### config.mk
export PLATFORM = sky130hd
export DESIGN_NAME = frame_receiver
export DESIGN_NICKNAME = d
export VERILOG_FILES = /design/src/rtl/frame_rx_pkg.sv /design/src/rtl/rx_synchronizer.sv /design/src/rtl/frame_receiver.sv
export SDC_FILE = /design/constraint.sdc
export NUM_CORES = 1
export LEC_CHECK = 0
export BUFFER_PORTS_ARGS = -buffer_cell sky130_fd_sc_hd__buf_2
export CAP_MARGIN = 20
export CORE_ASPECT_RATIO = 1.1
export CORE_MARGIN = 3
export CORE_UTILIZATION = 50
export CTS_CLUSTER_SIZE = 10
export DETAILED_ROUTE_END_ITERATION = 16
export PLACE_DENSITY_LB_ADDON = 0.12
export SYNTH_ARGS = -nofsm -noshare
export SYNTH_HDL_FRONTEND = slang
export SYNTH_HIERARCHICAL = 1
export SYNTH_SLANG_ARGS = --single-unit
### constraint.sdc
create_clock -name clk -period 3.7 [get_ports clk]
set_input_delay 0.185 -clock clk [delete_from_list [all_inputs] [get_ports clk]]
set_output_delay 0.185 -clock clk [all_outputs]
set_load 0.02 [all_outputs]
### src/rtl/frame_rx_pkg.sv
// Shared definitions for the serial frame receive/transmit path.
package frame_rx_pkg;

  localparam int FRAME_W_DEF      = 9;
  localparam int CLKS_PER_BIT_DEF = 16;

  typedef enum logic [1:0] {
    IDLE  = 2'd0,
    START = 2'd1,
    DATA  = 2'd2,
    STOP  = 2'd3
  } rx_state_e;

endpackage

### src/rtl/rx_synchronizer.sv
// Two-flop synchroniser for an asynchronous single-bit input.
module rx_synchronizer #(
  parameter logic RESET_VAL = 1'b1
) (
  input  logic clk,
  input  logic rst,
  input  logic d,
  output logic q
);

  logic meta_q, meta_d;
  logic sync_q, sync_d;

  // next-state: shift the async input through both stages
  always_comb begin
    meta_d = d;
    sync_d = meta_q;
  end

  // both stages reset to the line's idle level
  always_ff @(posedge clk) begin
    if (rst) begin
      meta_q <= RESET_VAL;
      sync_q <= RESET_VAL;
    end else begin
      meta_q <= meta_d;
      sync_q <= sync_d;
    end
  end

  assign q = sync_q;

endmodule

### src/rtl/frame_receiver.sv
// Serial frame receiver: start detect, mid-bit sampling, LSB-first assembly,
// one-cycle frame_valid / frame_error strobes.
module frame_receiver
  import frame_rx_pkg::*;
#(
  parameter int FRAME_W      = FRAME_W_DEF,
  parameter int CLKS_PER_BIT = CLKS_PER_BIT_DEF,
  parameter int CNT_W        = $clog2(CLKS_PER_BIT) + 1
) (
  input  logic               clk,
  input  logic               rst,
  input  logic               en,
  input  logic               rx,
  output logic [FRAME_W-1:0] frame,
  output logic               frame_valid,
  output logic               frame_error,
  output logic               busy
);

  localparam int IDX_W = $clog2(FRAME_W);
  localparam logic [CNT_W-1:0] HALF_LAST = CNT_W'(CLKS_PER_BIT / 2 - 1);
  localparam logic [CNT_W-1:0] BIT_LAST  = CNT_W'(CLKS_PER_BIT - 1);
  localparam logic [IDX_W-1:0] IDX_LAST  = IDX_W'(FRAME_W - 1);

  logic               rx_s;
  logic               start_edge;
  rx_state_e          state_q, state_d;
  logic               rx_prev_q, rx_prev_d;
  logic [CNT_W-1:0]   timer_q, timer_d;
  logic [IDX_W-1:0]   idx_q, idx_d;
  logic [FRAME_W-1:0] shift_q, shift_d;
  logic [FRAME_W-1:0] frame_q, frame_d;
  logic               valid_q, valid_d;
  logic               error_q, error_d;
  logic               busy_q, busy_d;

  rx_synchronizer #(
    .RESET_VAL (1'b1)
  ) u_rx_sync (
    .clk (clk),
    .rst (rst),
    .d   (rx),
    .q   (rx_s)
  );

  assign start_edge = !rx_s && rx_prev_q;

  // next-state: FSM, bit timer (cleared at each sample point), shift register
  always_comb begin
    state_d   = state_q;
    rx_prev_d = rx_s;
    timer_d   = timer_q + CNT_W'(1);
    idx_d     = idx_q;
    shift_d   = shift_q;
    frame_d   = frame_q;
    valid_d   = 1'b0;
    error_d   = 1'b0;

    case (state_q)
      IDLE: begin
        timer_d = '0;
        idx_d   = '0;
        if (start_edge) state_d = START;
      end
      START: begin
        if (timer_q == HALF_LAST) begin
          timer_d = '0;
          idx_d   = '0;
          state_d = rx_s ? IDLE : DATA;
        end
      end
      DATA: begin
        if (timer_q == BIT_LAST) begin
          timer_d = '0;
          shift_d = {rx_s, shift_q[FRAME_W-1:1]};
          if (idx_q == IDX_LAST) state_d = STOP;
          else                   idx_d   = idx_q + IDX_W'(1);
        end
      end
      STOP: begin
        if (timer_q == BIT_LAST) begin
          timer_d = '0;
          state_d = IDLE;
          if (rx_s) begin
            frame_d = shift_q;
            valid_d = 1'b1;
          end else begin
            error_d = 1'b1;
          end
        end
      end
      default: state_d = IDLE;
    endcase

    if (!en) begin
      state_d = IDLE;
      timer_d = '0;
      frame_d = frame_q;
      valid_d = 1'b0;
      error_d = 1'b0;
    end

    // busy is registered so that it stays high through the pulse cycle,
    // in which the FSM itself has already returned to IDLE
    busy_d = (state_d != IDLE) || valid_d || error_d;
  end

  // state and output registers
  always_ff @(posedge clk) begin
    if (rst) begin
      state_q   <= IDLE;
      rx_prev_q <= 1'b1;
      timer_q   <= '0;
      idx_q     <= '0;
      shift_q   <= '0;
      frame_q   <= '0;
      valid_q   <= 1'b0;
      error_q   <= 1'b0;
      busy_q    <= 1'b0;
    end else begin
      state_q   <= state_d;
      rx_prev_q <= rx_prev_d;
      timer_q   <= timer_d;
      idx_q     <= idx_d;
      shift_q   <= shift_d;
      frame_q   <= frame_d;
      valid_q   <= valid_d;
      error_q   <= error_d;
      busy_q    <= busy_d;
    end
  end

  assign frame       = frame_q;
  assign frame_valid = valid_q;
  assign frame_error = error_q;
  assign busy        = busy_q;

endmodule
==> summary.md, run 1 <==
| Metric | Value |
|---|---|
| Most common cell in the netlist | dfxtp_1 |
| Final Hold Violating Endpoints | 0 |
| DR pass1 iterations | 4 |
| Most Frequent Cell on Critical Path | ha_1 |
| Headroom to the max-slew limit | 0.603 |
| Most frequent cells after synthesis | 35 x dfxtp_1, 29 x nor2_1, 18 x mux2i_1, 6 x ha_1 |
| Area Growth Syn to Fin | 7.88% |
| Post-CTS Setup Bufs | 0 |
| Max Clock Freq | 458 MHz |
| Setup TNS | 0 ns |
| Max-Cap Viols | 0 |
| Clock-pin slew on the worst setup and hold paths | between 0.1 and 0.15 ns |
| Minimum clock period | between 2 and 2.5 ns |
| Kind of critical path | flop to flop |
| Worst path slowest cell | or4_1 |
| Synth top area share | 0.479 |
| Share of post-route cells with drive strength above 1 | 0.159 |
| Mapped Nets | 159 |
| Synth Flop Type | dfxtp_1 |
| Syn Area/Cell | 9.81 um^2 |
| Io pins | 16 |
| Final period util | 0.591 |
| Total grt overflow | 0 |
| Detail-routed net length per standard cell | 12.7 um |
| Via-to-Cell Ratio | 5.42 |
| CP Max Fanout | 10 |
| CTS resizes | 0 |
| Routed vias | 1,056 |
| Crit path cell chain | ha_1 > and3_1 > ha_1 > nand3b_2 > o22ai_2 > o21a_1 > or4_1 |
| Critical Path AT | about 2.4 ns |
| CTS tree | built |
| Startpoint Class | flop |
| Die height | 62.7 um |
| P_leak | 0.000755 uW |
| Post-Route WL | between 2000 and 2500 um |
| Post-route DRC | 0 |
| Initial antenna violation count | 0 |
| Synthesis Warnings | 6 |
| Seq cells post-synth | 35 |
| Pwr Total | 591 uW |
| Worst path bufs/invs | 0 |
| Status | finished clean |
| CP delay by family, top | simple AND/OR/NAND/NOR gates |
| Gate Count Post-Synth | 149 |
| Die W | 57.5 um |
| Hold crit path type | primary input to flop |
| Global Route Usage Sum | 0.153 |
| Post-DP HPWL | 1690 um |
| Antenna cells | 0 |
| Worst-skew pair later-pin latency | 0.34 ns |
| Count of input and output buffers | 15 |
| DIE AREA | 3610 um^2 |
| Critical path capture point type | flop |
| H-tree Lvls | 2 |
| FFs w/ async S/R, synth | 0 |
| Core Region | 2640 um^2 |
| Pwr dens | 375 nW/um^2 |
| Buffer levels on the longest clock path | 2 |
| Synthesized area | 1460 um^2 |
| Cts hold-fix bufs | 0 |
| Root buffer cell | clkbuf_4 |
| WHS | 0.0205 ns |
| Unrepaired setup endpoints after global routing | false |
| Clk_skew | between 0.008 and 0.009 ns |
| Antenna-violating nets left | 0 |
| Final count of negative-setup-slack endpoints | 0 |
| Sequential area share after synthesis | 0.479 |
| Starting Density | 0.554 |
| Worst EP required | 3.92 ns |
| Global-route wire length before repair | 4300 um |
| Max-slew violations | 0 |
| Number of global-route vias before repair | 975 |
| Final RePlAce weighted congestion | 0.799 |
| Yosys cell types | 40 |
| Maximum vdd drop | 0.348 mV |
| Total CTS buffers | 5 |
| Least-Margin Pin Slew | between 0.5 and 0.6 ns |
| Fillers | 231 |
| Clk sink count | 35 |
| Top cell type by total area after synthesis | dfxtp_1 |
| Synth top area cells | dfxtp_1 48%, mux2i_1 12%, nor2_1 7.4% |
| Pin count of the biggest net entering global routing | 30 |
| Number of synthesized flops with an enable pin | 0 |
| Nets | roughly 170 |
| Num rows | 19 |
| DR iter-0 viols | 33 |
| CP max stage delay | 0.51 ns |
-- area by class of cell --
| cell class | instances | area, um^2 | share of cell area |
|---|---|---|---|
| well taps | 31 | 38.8 | 0.0246 |
| multi-input cells | 100 | 686 | 0.435 |
| clock buffers | 6 | 41.3 | 0.0262 |
| inverters | 6 | 22.5 | 0.0143 |
| repair buffers | 15 | 75.1 | 0.0476 |
| clock inverters | 2 | 12.5 | 0.00794 |
| flip-flops and latches | 35 | 701 | 0.444 |
-- metrics by stage --
step	instances	worst slack [ns]	util	area [um^2]
after floorplan	149	1.70	-	1460
after global placement	187	1.57	0.577	1520
after detailed placement	187	1.50	0.577	1520
after CTS	195	1.49	0.597	1580
after global routing	195	1.39	0.597	1580
final	195	1.51	0.597	1580
-- per-layer routing --
layer	global-route usage	vias to the layer above	routed length, um	part of all wire
met1	0.189	489	1170	0.47
met4	0.0754	0	43	0.017
li1	-	536	-	-
met2	0.227	26	1130	0.46
met3	0.0640	5	130	0.053
met5	0	-	0	0
-- logic make-up (layout without fill, tap and decap cells) --
family,Yosys count,in the layout,share of synthesized area
buf+inv,14,29,0.0514
flops,35,35,0.479
mux,18,18,0.123
compound gates,17,17,0.0805
simple gates,57,57,0.202
fa+ha+maj,6,6,0.0514
xor+xnor,2,2,0.0120
-- power by group --
part | switching, uW | total, uW | internal, uW
clock | 126 | 199 | 73.3
sequential | 1.78 | 380 | 378
combinational | 7.91 | 11.7 | 3.80
-- cell usage in the layout (no fill, tap or decap), types with 2 or more instances in the layout --
| master | netlist | routed |
|---|---|---|
| nor3b_1 | 2 | 2 |
| nor2_1 | 29 | 29 |
| mux2i_1 | 18 | 18 |
| buf_2 | 3 | 15 |
| inv_1 | 5 | 5 |
| or2_1 | 2 | 2 |
| a21oi_1 | 5 | 5 |
| nor2b_1 | 2 | 2 |
| nand4_1 | 2 | 2 |
| o21a_1 | 2 | 2 |
| nand2_1 | 4 | 4 |
| or4_1 | 3 | 3 |
| dfxtp_1 | 35 | 35 |
| clkbuf_4 | 0 | 5 |
| ha_1 | 6 | 6 |
| nand3_1 | 2 | 2 |
| nand2b_1 | 3 | 3 |
-- sequential cells by signal, summed over array words and instances (netlist names), 2 cells and up --
register / flops
frame: 9
shift_q: 9
state_q: 2
timer_q: 5
idx_q: 4
-- final timing paths --
kind	start	endpoint	slack (ns)	cells after the start
setup / recovery	timer_q[0]	busy	1.51	7
hold / removal	rx	u_rx_sync/meta_q	0.02	2
setup reg to reg	timer_q[0]	busy	1.51	7
hold reg to reg	u_rx_sync/meta_q	u_rx_sync/q	0.43	1
No activity file was read; power rests on OpenSTA's default activity.
==> run 2: changes to the inputs <==
clock period = 1.9 ns   (was 3.7 ns; I/O delays follow)
==> run 2 against run 1 <==
Effect of this change:
- largest power group unchanged
- highest routed layer unchanged
- first-iteration DRC count fell by 15%
- routed wire length increased by 4.7%
- combinational power increased by 120%
- setup slack worse by 1.4 ns
- utilization grew 7.0 points
- flip-flop and latch count unchanged
- count of clock-buffer cells in the layout unchanged
==> summary.md, run 2 (synthesized netlist as in run 1, its figures left out) <==
| Metric | Value |
|---|---|
| Starting Density | 0.554 |
| Total CTS buffers | 5 |
| Final Hold Violating Endpoints | 0 |
| Clk_skew | 0.0120 ns |
| Minimum clock period | 1.81 ns |
| Fillers | 210 |
| NetSw | 263 uW |
| Most frequent cells in the layout | 33 x dfxtp_1, 29 x nor2_1, 18 x mux2i_1 |
| Non-Filler Instances | 204 |
| Sw Ratio | 0.185 |
| Startpoint Class | flop |
| Most Frequent Cell on Critical Path | ha_4 |
| Commonest non-fill, non-tap cell in the layout | dfxtp_1 |
| Unrepaired setup endpoints after global routing | false |
| Clock-pin slew on the worst setup and hold paths | 0.11 ns |
| Final count of negative-setup-slack endpoints | 0 |
| Routed length on met1 | 1180 um |
| Clock Power Share | 0.461 |
| Kind of critical path | flop to flop |
| Io pins | 16 |
| Max Clock Freq | 553 MHz |
| Global Route Usage Sum | 0.162 |
| WHS | 0.149 ns |
| Area Growth Syn to Fin | 20.5% |
| Max-Cap Viols | 0 |
| Hold crit path type | primary input to flop |
| Detail-routed net length per standard cell | roughly 13 um |
| Clk sink count | 35 |
| Pin count of the biggest net entering global routing | 29 |
| Internal Power | 1160 uW |
| Number of global-route vias before repair | 1,062 |
| Pwr dens | 807 nW/um^2 |
| Buffer levels on the longest clock path | 2 |
| Initial antenna violation count | 0 |
| Antenna cells | 0 |
| Via-to-Cell Ratio | 5.30 |
| Least-Margin Pin Slew | 0.372 ns |
| Die W | 57.5 um |
| Worst path bufs/invs | 0 |
| DR pass1 iterations | 4 |
| Worst-skew pair later-pin latency | between 0.3 and 0.4 ns |
| H-tree Lvls | 2 |
| Top routing layer used | met4 |
| Maximum vdd drop | around 0.67 mV |
| Hold Crit Depth | 3 |
| CTS tree | built |
| Headroom to the max-slew limit | 0.745 |
| CP max stage delay | 0.50 ns |
| Worst path slowest cell | or4_1 |
| CP delay by family, top | simple AND/OR/NAND/NOR gates |
| Die height | 62.7 um |
| Post-route DRC | 0 |
| Fin area | 1760 um^2 |
| Critical path capture point type | flop |
| Setup TNS | 0 ns |
| WL met3 | ~110 um |
| Antenna-violating nets left | 0 |
| Critical Path AT | around 2.0 ns |
| Status | finished clean |
| Met2 wire length | 1240 um |
| Worst EP required | 2.12 ns |
| DIE AREA | approximately 3600 um^2 |
| Crit path cell chain | ha_4 > and3_4 > ha_4 > nand2_1 > a32oi_1 > nor2_1 > or4_1 |
| Count of input and output buffers | 15 |
| FF-to-FF path depth | 7 |
| Routed vias | 1,081 |
| Global-route wire length before repair | 4600 um |
| Nets | 182 |
| Num rows | 19 |
| Final period util | 0.952 |
| CP Depth | 7 |
| Combinational power share | 0.018 |
| Final RePlAce weighted congestion | 0.798 |
| Seq pwr share | 0.521 |
| Max-slew violations | 0 |
| Pwr Total | approximately 1400 uW |
| Root buffer cell | clkbuf_4 |
| # placed instances | 194 |
| Share of post-route cells with drive strength above 1 | 0.237 |
| Post-DP HPWL | about 1800 um |
| Total grt overflow | 0 |
| DR iter-0 viols | 28 |
| Core Region | 2640 um^2 |
| CP Max Fanout | 4 |
| Area after DPL | ~1600 um^2 |
| Post-Route WL | 2590 um |
| P_leak | roughly 0.00086 uW |
run 2: changes by cell type in the layout (fill, tap and decap cells not counted), sizes merged:
cell / previous run / this run
buf: 15 / 23
bufinv: 0 / 2
clkinv: 1 / 0
clkinvlp: 1 / 0
dlygate4sd3: 0 / 1
run 2: worst paths after layout:
path,start,endpoint,slack [ns]
worst max-delay path,timer_q[1],busy,0.09
worst min-delay path,en,timer_q[4],0.15
worst max register to register,timer_q[1],busy,0.09
worst min register to register,u_rx_sync/meta_q,u_rx_sync/q,0.42
run 2: through the flow:
| stage | util | worst slack (ns) |
|---|---|---|
| 6_report | 0.667 | 0.0908 |
| 3_5_place_dp | 0.613 | -0.0404 |
| 2_1_floorplan | - | 0.0127 |
| 3_3_place_gp | 0.613 | 0.0628 |
| 4_1_cts | 0.661 | 0.0395 |
| 5_1_grt | 0.667 | 0.0248 |
run 2: metal layers:
| layer | GRT usage | vias up |
|---|---|---|
| met5 | 0 | - |
| met4 | 0.0783 | 0 |
| met3 | 0.0455 | 7 |
| met2 | 0.264 | 21 |
| met1 | 0.193 | 493 |
| li1 | - | 560 |
run 2: worst register-to-register path: cells and delay by family (launching register included):
| kind | cells | cell delay (ns) |
|---|---|---|
| adders and majority gates | 2 | 0.30 |
| and+or+nand+nor | 4 | 0.85 |
| DFF | 1 | 0.37 |
| AOI/OAI and AO/OA | 1 | 0.19 |
run 2: layout make-up:
type / count / area, um^2 / area share
clock buffer: 6 / 41.3 / 0.0235
tap: 31 / 38.8 / 0.0220
sequential: 35 / 703 / 0.399
clock inverter: 2 / 60.1 / 0.0341
inverter: 6 / 22.5 / 0.0128
timing repair buffer: 24 / 158 / 0.0896
multi-input combinational: 100 / 737 / 0.419
run 2: what timing repair did:
item / 4_1_cts / 5_1_grt
hold buffers: 1 / 0
endpoints found under the setup margin: 2 / 1
gates cloned: 0 / 0
pin swaps: 0 / 1
endpoints found under the hold margin: 1 / 0
resized for setup: 4 / 2
setup buffers: 0 / 1
run 2: power groups by stage:
stage / clock network (uW) / logic, uW / registers (uW)
3_5_place_dp: 0 / 23.8 / 757
2_1_floorplan: 0 / 18.2 / 755
6_report: 655 / 25.3 / 741
3_3_place_gp: 0 / 23.3 / 757
4_1_cts: 671 / 25.5 / 741
5_1_grt: 707 / 28.6 / 742
==> run 3: changes to the inputs <==
CORE_ASPECT_RATIO = default   (was 1.1)
CTS_BUF_LIST = sky130_fd_sc_hd__clkbuf_8 sky130_fd_sc_hd__clkbuf_16   (was default)
==> run 3 against run 2 <==
Effect of this change:
- die area hardly changed
- routed wire length decreased by 4.1%
- utilization decreased by 0.81 points
- global-route usage is 0.30 points lower
- critical endpoint unchanged
- largest cell class unchanged
- largest power group unchanged
==> summary.md, run 3 (synthesized netlist as in run 1, its figures left out) <==
| Metric | Value |
|---|---|
| Status | finished clean |
| Most Frequent Cell on Critical Path | ha_4 |
| DR iter-0 viols | 21 |
| Share of post-route cells with drive strength above 1 | 0.227 |
| Final worst slack | 0.0562 ns |
| Final period util | 0.970 |
| Finished Core Util | 0.659 |
| Clk_skew | between 0.0015 and 0.002 ns |
| DIE AREA | 3610 um^2 |
| Nets | approximately 180 |
| Total CTS buffers | 5 |
| Least-Margin Pin Slew | 0.453 ns |
| WL met3 | 104 um |
| Worst-skew pair later-pin latency | 0.27 ns |
| Count of input and output buffers | 15 |
| Die W | 60.1 um |
| Die height | 60.1 um |
| Critical Path AT | 1.99 ns |
| Most frequent cells in the layout | 33 x dfxtp_1, 29 x nor2_1, 18 x mux2i_1 |
| Buffer levels on the longest clock path | 2 |
| Met2 wire length | 1140 um |
| Final Hold Violating Endpoints | 0 |
| Minimum clock period | 1.84 ns |
| H-tree Lvls | 2 |
| Startpoint Class | flop |
| Top routing layer used | met4 |
| Worst path slowest cell | or4_1 |
| Headroom to the max-slew limit | 0.698 |
| Critical path capture point type | flop |
| Post-Route WL | 2480 um |
| Maximum vdd drop | 0.674 mV |
| Max-slew violations | 0 |
| Pin count of the biggest net entering global routing | 29 |
| Routed vias | 1,060 |
| Worst EP required | 2.05 ns |
| Area Growth Syn to Fin | 18.8% |
| Detail-routed net length per standard cell | 12.3 um |
| Io pins | 16 |
| Routed length on met1 | between 1000 and 1500 um |
| Antenna cells | 0 |
| CTS tree | built |
| Initial antenna violation count | 0 |
| Post-DP HPWL | 1720 um |
| Global-route wire length before repair | 4270 um |
| Clk sink count | 35 |
| P_leak | 0.000859 uW |
| Kind of critical path | flop to flop |
| Max Clock Freq | roughly 540 MHz |
| CP max stage delay | 0.49 ns |
| CP Max Fanout | 4 |
| Via-to-Cell Ratio | 5.25 |
| DR pass1 iterations | 4 |
| Total grt overflow | 0 |
| Commonest non-fill, non-tap cell in the layout | dfxtp_1 |
| Hold crit path type | primary input to flop |
| # placed instances | 191 |
| Pwr dens | 718 nW/um^2 |
| Num rows | 18 |
| Number of global-route vias before repair | 1,016 |
| Global Route Usage Sum | 0.159 |
| Post-route DRC | 0 |
| Max-Cap Viols | 0 |
| Crit path cell chain | ha_4 > and3_4 > ha_4 > buf_4 > o22ai_2 > o21a_1 > or4_1 |
| Fillers | between 200 and 250 |
| Clock-pin slew on the worst setup and hold paths | 0.06 ns |
| Register area | 706 um^2 |
| Unrepaired setup endpoints after global routing | true |
| Non-Filler Instances | 202 |
| Starting Density | 0.555 |
| Multi-input gate area | ~740 um^2 |
| Antenna-violating nets left | 0 |
| Setup WS pre-CTS | -0.0105 ns |
| Final RePlAce weighted congestion | 0.763 |
| Root buffer cell | clkbuf_8 |
| Core Region | 2640 um^2 |
| Final count of negative-setup-slack endpoints | 0 |
## run 3: worst paths after layout
kind / startpoint / endpoint / slack [ns] / cells after the start
min: en / timer_q[4] / 0.22 / 3
max reg2reg: timer_q[0] / busy / 0.06 / 7
max: timer_q[0] / busy / 0.06 / 7
min reg2reg: u_rx_sync/meta_q / u_rx_sync/q / 0.41 / 1
## run 3: per-layer routing
metal	vias up	GRT usage
met1	485	0.194
met2	18	0.252
li1	553	-
met3	4	0.0518
met5	-	0
met4	0	0.0759
## run 3: metrics by stage
step	total power (uW)	area, um^2	setup TNS (ns)	hold WS, ns
floorplan	774	1490	0	0.192
global placement	781	1600	0	0.276
detailed placement	781	1600	-0.0105	0.284
CTS	1260	1700	0	0.215
global route	1300	1740	-0.0477	0.231
finish	1250	1740	0	0.221
## run 3: final cells by class
| class | instances | area share |
|---|---|---|
| clock buffer | 5 | 0.0396 |
| clock inverter | 3 | 0.00720 |
| inverter | 6 | 0.0130 |
| multi-input combinational | 100 | 0.426 |
| sequential | 35 | 0.406 |
| tap | 30 | 0.0216 |
| timing repair buffer | 23 | 0.0865 |
## run 3: timing repair
item / 4_1_cts / 5_1_grt
resized for setup: 2 / 5
pin swaps: 0 / 4
hold endpoints to repair: 1 / 0
buffers inserted: 0 / 2
hold buffers: 1 / 0
setup endpoints to repair: 1 / 4
## run 3: worst max-delay path: cells and delay by family, from the launching register on
kind / cells / cell delay, ns
adders and majority gates: 2 / 0.29
buffers and inverters: 1 / 0.11
DFF: 1 / 0.36
AOI/OAI and AO/OA: 2 / 0.25
and+or+nand+nor: 2 / 0.71
## run 3: power breakdown
part | internal [uW] | switching, uW
clock network | 246 | 235
logic | 10.4 | 15.1
registers | 736 | 3.58
total | 992 | 254
